**config.mk**
```make
export PLATFORM = sky130hd
export DESIGN_NAME = hls_test_sequencer
export DESIGN_NICKNAME = d
export VERILOG_FILES = /design/src/rtl/hls_test_sequencer.sv
export SDC_FILE = /design/constraint.sdc
export NUM_CORES = 1
export LEC_CHECK = 0
export CAP_MARGIN = 20
export CORE_ASPECT_RATIO = 2
export CORE_MARGIN = 4
export CORE_UTILIZATION = 25
export CTS_BUF_LIST = sky130_fd_sc_hd__clkbuf_4
export CTS_CLUSTER_DIAMETER = 40
export DETAILED_ROUTE_END_ITERATION = 12
export SETUP_SLACK_MARGIN = 0.5
export SLEW_MARGIN = 10
export SYNTH_ARGS = -nofsm -noshare
export SYNTH_HDL_FRONTEND = slang
export SYNTH_SLANG_ARGS = --single-unit
```
**constraint.sdc**
```tcl
create_clock -name clk -period 5.4 [get_ports clk]
set_clock_uncertainty 0.1 [all_clocks]
set_input_delay 1.08 -clock clk [delete_from_list [all_inputs] [get_ports clk]]
set_output_delay 1.08 -clock clk [all_outputs]
set_load 0.05 [all_outputs]
```
**src/rtl/hls_test_sequencer.sv**
```systemverilog
// Test sequencer for HLS kernels using the req/busy/return handshake: resets the kernels,
// requests them (all together or one at a time), tracks completion/timeout and reports pass/fail.
// Define SEQ_REPORT_EN for simulation-only per-channel and summary reporting.
module hls_test_sequencer #(
    parameter int NUM_CH    = 4,
    parameter int SEQ_MODE  = 0,
    parameter int RST_LEN   = 6,
    parameter int REQ_DELAY = 92,
    parameter int SETTLE    = 5,
    parameter int TIMEOUT   = 10000,
    parameter int CNT_W     = 32
) (
    input  logic              clk,
    input  logic              reset,
    input  logic              start,
    output logic              dut_reset,
    output logic [NUM_CH-1:0] test_req,
    input  logic [NUM_CH-1:0] test_busy,
    input  logic [NUM_CH-1:0] test_return,
    output logic              done,
    output logic              pass,
    output logic [NUM_CH-1:0] fail_mask,
    output logic [NUM_CH-1:0] timeout_mask,
    output logic [CNT_W-1:0]  cycle_count
);

    localparam logic [2:0] S_IDLE   = 3'd0;
    localparam logic [2:0] S_RST    = 3'd1;
    localparam logic [2:0] S_DELAY  = 3'd2;
    localparam logic [2:0] S_REQ    = 3'd3;
    localparam logic [2:0] S_SETTLE = 3'd4;
    localparam logic [2:0] S_RUN    = 3'd5;
    localparam logic [2:0] S_NEXT   = 3'd6;
    localparam logic [2:0] S_DONE   = 3'd7;

    localparam int IDX_W = (NUM_CH > 1) ? $clog2(NUM_CH) : 1;

    localparam logic [CNT_W-1:0] RST_LAST    = CNT_W'(RST_LEN - 1);
    localparam logic [CNT_W-1:0] DELAY_LAST  = CNT_W'(REQ_DELAY - 1);
    localparam logic [CNT_W-1:0] SETTLE_LAST = CNT_W'(SETTLE - 1);
    localparam logic [CNT_W-1:0] TMO         = CNT_W'(TIMEOUT);
    localparam logic [IDX_W-1:0] LAST_IDX    = IDX_W'(NUM_CH - 1);

    logic [2:0]        state;
    logic [CNT_W-1:0]  phase_cnt;
    logic [CNT_W-1:0]  tmo_cnt;
    logic [IDX_W-1:0]  ch_idx;
    logic [NUM_CH-1:0] finished;
    logic [NUM_CH-1:0] active;
    logic [NUM_CH-1:0] pending;
    logic [NUM_CH-1:0] busy_done;
    logic [NUM_CH-1:0] timed;
    logic              all_finished;
    logic              more_channels;

    // The timeout counter reads 1 in the REQ cycle, so TIMEOUT is reached on the
    // TIMEOUT-th cycle of the request; busy is checked first so that cycle still passes.
    always_comb begin
        active = '0;
        if (SEQ_MODE == 0) begin
            active = '1;
        end else begin
            active[ch_idx] = 1'b1;
        end
        pending      = active & ~finished;
        busy_done    = pending & ~test_busy;
        timed        = (tmo_cnt >= TMO) ? (pending & test_busy) : '0;
        all_finished = (((finished | busy_done | timed) & active) == active);
        more_channels = (SEQ_MODE != 0) && (ch_idx != LAST_IDX);
    end

    always_ff @(posedge clk or negedge reset) begin
        if (!reset) begin
            state        <= S_IDLE;
            dut_reset    <= 1'b0;
            test_req     <= '0;
            done         <= 1'b0;
            pass         <= 1'b0;
            fail_mask    <= '0;
            timeout_mask <= '0;
            cycle_count  <= '0;
            phase_cnt    <= '0;
            tmo_cnt      <= '0;
            ch_idx       <= '0;
            finished     <= '0;
        end else begin
            if (state != S_IDLE && state != S_DONE && cycle_count != '1) begin
                cycle_count <= cycle_count + 1'b1;
            end
            if ((state == S_REQ || state == S_SETTLE || state == S_RUN) && tmo_cnt < TMO) begin
                tmo_cnt <= tmo_cnt + 1'b1;
            end
            case (state)
                S_IDLE, S_DONE: begin
                    if (start) begin
                        state        <= S_RST;
                        dut_reset    <= 1'b1;
                        done         <= 1'b0;
                        pass         <= 1'b0;
                        fail_mask    <= '0;
                        timeout_mask <= '0;
                        cycle_count  <= '0;
                        phase_cnt    <= '0;
                        ch_idx       <= '0;
                    end
                end
                S_RST: begin
                    if (phase_cnt == RST_LAST) begin
                        dut_reset <= 1'b0;
                        phase_cnt <= '0;
                        state     <= S_DELAY;
                    end else begin
                        phase_cnt <= phase_cnt + 1'b1;
                    end
                end
                S_DELAY: begin
                    if (phase_cnt == DELAY_LAST) begin
                        test_req  <= active;
                        tmo_cnt   <= CNT_W'(1);
                        finished  <= '0;
                        phase_cnt <= '0;
                        state     <= S_REQ;
                    end else begin
                        phase_cnt <= phase_cnt + 1'b1;
                    end
                end
                S_REQ: begin
                    state <= S_SETTLE;
                end
                S_SETTLE: begin
                    if (phase_cnt == SETTLE_LAST) begin
                        phase_cnt <= '0;
                        state     <= S_RUN;
                    end else begin
                        phase_cnt <= phase_cnt + 1'b1;
                    end
                end
                S_RUN: begin
                    finished     <= finished | busy_done | timed;
                    test_req     <= test_req & ~(busy_done | timed);
                    fail_mask    <= fail_mask | (busy_done & ~test_return) | timed;
                    timeout_mask <= timeout_mask | timed;
                    if (all_finished) begin
                        state <= S_NEXT;
                    end
                end
                S_NEXT: begin
                    if (more_channels) begin
                        ch_idx    <= ch_idx + 1'b1;
                        dut_reset <= 1'b1;
                        phase_cnt <= '0;
                        state     <= S_RST;
                    end else begin
                        test_req <= '0;
                        done     <= 1'b1;
                        pass     <= (fail_mask == '0);
                        state    <= S_DONE;
                    end
                end
                default: state <= S_IDLE;
            endcase
        end
    end

`ifdef SEQ_REPORT_EN
    logic done_d;

    always @(posedge clk) begin
        done_d <= done;
        if (reset && state == S_RUN) begin
            for (int i = 0; i < NUM_CH; i++) begin
                if (timed[i]) begin
                    $display("ch%0d: TEST TIMEOUT", i);
                end else if (busy_done[i]) begin
                    if (test_return[i]) $display("ch%0d: TEST SUCCESS", i);
                    else                $display("ch%0d: TEST *** FAILURE ***", i);
                end
            end
        end
        if (done && !done_d) begin
            $display("hls_test_sequencer: run complete, pass=%0b, cycle_count=%0d", pass, cycle_count);
            if (!pass) $fatal(1, "hls_test_sequencer: one or more channels did not pass");
        end
    end
`else
    // Synthesis build: no reporting logic.
`endif

endmodule

```
==> results.ini <==
[status]
status=finished clean

[timing]
max_freq_mhz=325.0
fin_ws_ns=2.323
slew_headroom_pct=45.01
grt_setup_unrepaired=false
finalHoldWorstSlack_ns=0.4106
hold_viol=0
finalSetupViolCount=0
drv_slew=0
finalSetupTns_ns=0
period_share_pct=56.99
worst_slew_pin_slew_ns=0.8174
fin_crit_ns=3.077

[die]
fp.dieH_um=228.2
ios=58
fp.dieArea_um2=26940
rows=80
core_region_area_um2=23820
start_util_pct=25.43
die_w_um=118.1

[finish]
final_cells=994
fin_util_pct=30.36
syn_to_final_growth_pct=19.39
drive_gt1_share_pct=7.932
fillers=2507
final_area_um2=7233
nets=714

[cts]
cts.clk_slew.worst_paths_ns=0.09
cts.htree.levels=4
clockBufferDepth=2
numClockSinks=118
numCtsBuffers=17
clkLatencyLatePin_ns=0.55
cts-root-buf=clkbuf_4
cts_tree=yes
postCtsSetupRepairBufs=0
ctsHoldBuffers=0
cts.repair.resized=0

[worst_setup_path]
cp-end-kind=primary output
crit_cells=1
rr_worst_depth=7
endpoint=cycle_count[13]
r2r_slack_ns=2.57
cp_max_fo=7
cp_top_family=buffers and inverters
r2r-end=state[1]$_DFFE_PN0P_
crit_type=reg2out
cp_slowest_cell=clkdlybuf4s50_1
critPathRequiredTime_ns=4.22
timing.critical_path.from=cycle_count[13]$_DFF_PN0_
cp_num_buf_inv=1
cp.arrival_ns=1.90
slowest_delay_ns=0.86
timing.rr.start=tmo_cnt[14]$_DFF_PN0_
worstPathCellList=clkdlybuf4s50_1
cp-start-kind=flip-flop

[yosys]
synth_top_area_share_pct=48.74
synth_cell_types=61
avgSynthCellArea_um2=9.601
synth_edf_count=0
yosysTopAreaCell=dfrtp_1
synth_cells=631
synth_flop_cell=dfrtp_1
synthTopCellsByArea=dfrtp_1 (49%), nor2_1 (4.5%), nand2_1 (4.0%)
syn_nets=652
ys_seq_area_share_pct=48.74
async_flop_share_pct=100.0
yosys_warnings=0
synth-seq-cells=118
synth_area_um2=6058

[global_route]
grt_pass1_wl_mm=26.89
grt_pass1_vias=5102
grt_max_degree=49
grt_overflow=0
antenna_found_initial=1
track_usage_pct=12.39

[routing]
antenna_left=0
detail_route.wirelength_mm=15.94
wire_per_inst_um=16.04
dr.pass1.iters=5
viasPerCell=4.960
drtIter0Drc=204
drc=0
routed-via-count=4930

[placed_design]
place_inst=961
dpl.hpwl_mm=11.88
place_area_um2=6950
place.gp.congestion=0.8153
port_buffers=57
dp_slack_ns=2.030

[power_and_ir_drop]
seqPwrFrac_pct=55.4
swShare_pct=25.55
finalPower_mw=1.709
combPwrFrac_pct=6.1
p_leak_nw=3.128
vdd_ir_drop_max_v=0.0001017
clkPwrFrac_pct=38.5
power.density_nw_per_um2=236.3
p_sw_mw=0.4366
power.internal_mw=1.272

[min_path]
holdCritPathClass=reg2reg
holdPathStages=1

[job]
drv_cap=0

==> kinds of logic (layout without fill, tap and decap cells) <==
group,Yosys count,in the layout,share of synthesized area (%)
AO/OA/AOI/OAI,85,85,9.191
XOR/XNOR,48,48,6.939
adder cells (fa/ha/maj),10,10,2.065
buffers and inverters,36,111,2.520
flip-flops,118,118,48.74
multiplexers,15,15,2.582
other,0,1,0
AND/OR/NAND/NOR,319,319,27.96
==> state kept, by name, summed over array words and instances (netlist names) <==
register,cells
cycle_count,32
phase_cnt,32
tmo_cnt,32
fail_mask,4
finished,4
test_req,4
timeout_mask,4
state,3
done,1
dut_reset,1
pass,1
==> Yosys cell counts (all sizes together) (2+ instances only) <==
| cell type | count |
|---|---|
| nor4b | 3 |
| and4 | 10 |
| mux2i | 10 |
| o31ai | 3 |
| o2111ai | 2 |
| nand3b | 5 |
| buf | 8 |
| nand4 | 29 |
| a31oi | 5 |
| o22ai | 2 |
| xor2 | 25 |
| or2 | 3 |
| nor3 | 16 |
| and2 | 8 |
| nor4 | 20 |
| nor2 | 74 |
| a211oi | 2 |
| xnor2 | 23 |
| a21oi | 25 |
| or3 | 9 |
| o311ai | 4 |
| ha | 10 |
| nand2b | 4 |
| a32o | 3 |
| inv | 15 |
| o2bb2ai | 3 |
| or4 | 4 |
| nor2b | 25 |
| a2bb2oi | 2 |
| mux2 | 5 |
| nand2 | 65 |
| clkbuf | 13 |
| o21ai | 23 |
| and3 | 15 |
| nand3 | 25 |
| o221a | 2 |
| dfrtp | 118 |
==> worst register-to-register path: stages, from the launching register on <==
cell     delay (ns)
dfrtp_1        0.41
or4b_2         0.69
nor3_1         0.56
nor3_1         0.09
buf_4          0.22
nand4_1        0.10
and3_1         0.21
mux2_2         0.34
==> layout make-up <==
type	instances	area [µm²]	share of cell area [%]
Antenna cell	1	2.502	0.03460
Clock buffer	19	142.6	1.972
Clock inverter	13	137.6	1.903
Inverter	15	56.30	0.7784
Multi-Input combinational cell	477	2962	40.94
Sequential cell	118	2953	40.82
Tap cell	287	359.1	4.965
Timing Repair Buffer	64	620.6	8.580
==> placed cells by master (no fill, tap or decap), types with 5 or more instances in the layout <==
cell / instances
nand3_1: 25
nand2_1: 64
inv_1: 15
clkbuf_4: 19
xnor2_1: 23
dfrtp_1: 118
nor2b_1: 25
xor2_1: 25
and4_1: 10
buf_4: 8
clkdlybuf4s50_1: 56
a31oi_1: 5
mux2_2: 5
and3_1: 15
or3_1: 9
nor3_1: 16
nor2_1: 73
nor4_1: 20
ha_1: 10
mux2i_1: 10
and2_1: 7
nand4_1: 28
clkinv_2: 5
o21ai_0: 22
a21oi_1: 25
nand3b_1: 5
==> how the worst min path moves through the flow <==
stage / end / slack (ns) / from
final: tmo_cnt[21]$_DFF_PN0_ / 0.41 / tmo_cnt[21]$_DFF_PN0_
after floorplan: tmo_cnt[24]$_DFF_PN0_ / 0.36 / tmo_cnt[24]$_DFF_PN0_
after detailed placement: tmo_cnt[20]$_DFF_PN0_ / 0.39 / tmo_cnt[20]$_DFF_PN0_
after CTS: finished[0]$_DFFE_PN0P_ / 0.40 / reset
after global routing: tmo_cnt[30]$_DFF_PN0_ / 0.42 / tmo_cnt[30]$_DFF_PN0_
after global placement: tmo_cnt[28]$_DFF_PN0_ / 0.38 / tmo_cnt[28]$_DFF_PN0_
==> metal layers <==
metal | up-vias | share of wire, % | global-route usage (%) | routed length (µm)
li1 | 2373 | - | - | -
met1 | 2429 | 36 | 12.34 | 5745
met2 | 95 | 58 | 23.39 | 9174
met3 | 33 | 3.1 | 2.925 | 487
met4 | 0 | 3.3 | 6.459 | 531
met5 | - | 0 | 0 | 0
==> power by group through the flow <==
stage / registers, mW / clock network, mW / logic (mW)
floorplan: 0.952 / 0 / 0.0632
global placement: 0.963 / 0 / 0.102
detailed placement: 0.963 / 0 / 0.105
CTS: 0.946 / 0.691 / 0.106
global route: 0.953 / 0.723 / 0.118
finish: 0.946 / 0.658 / 0.104
Power figures use the tool's default switching activity.
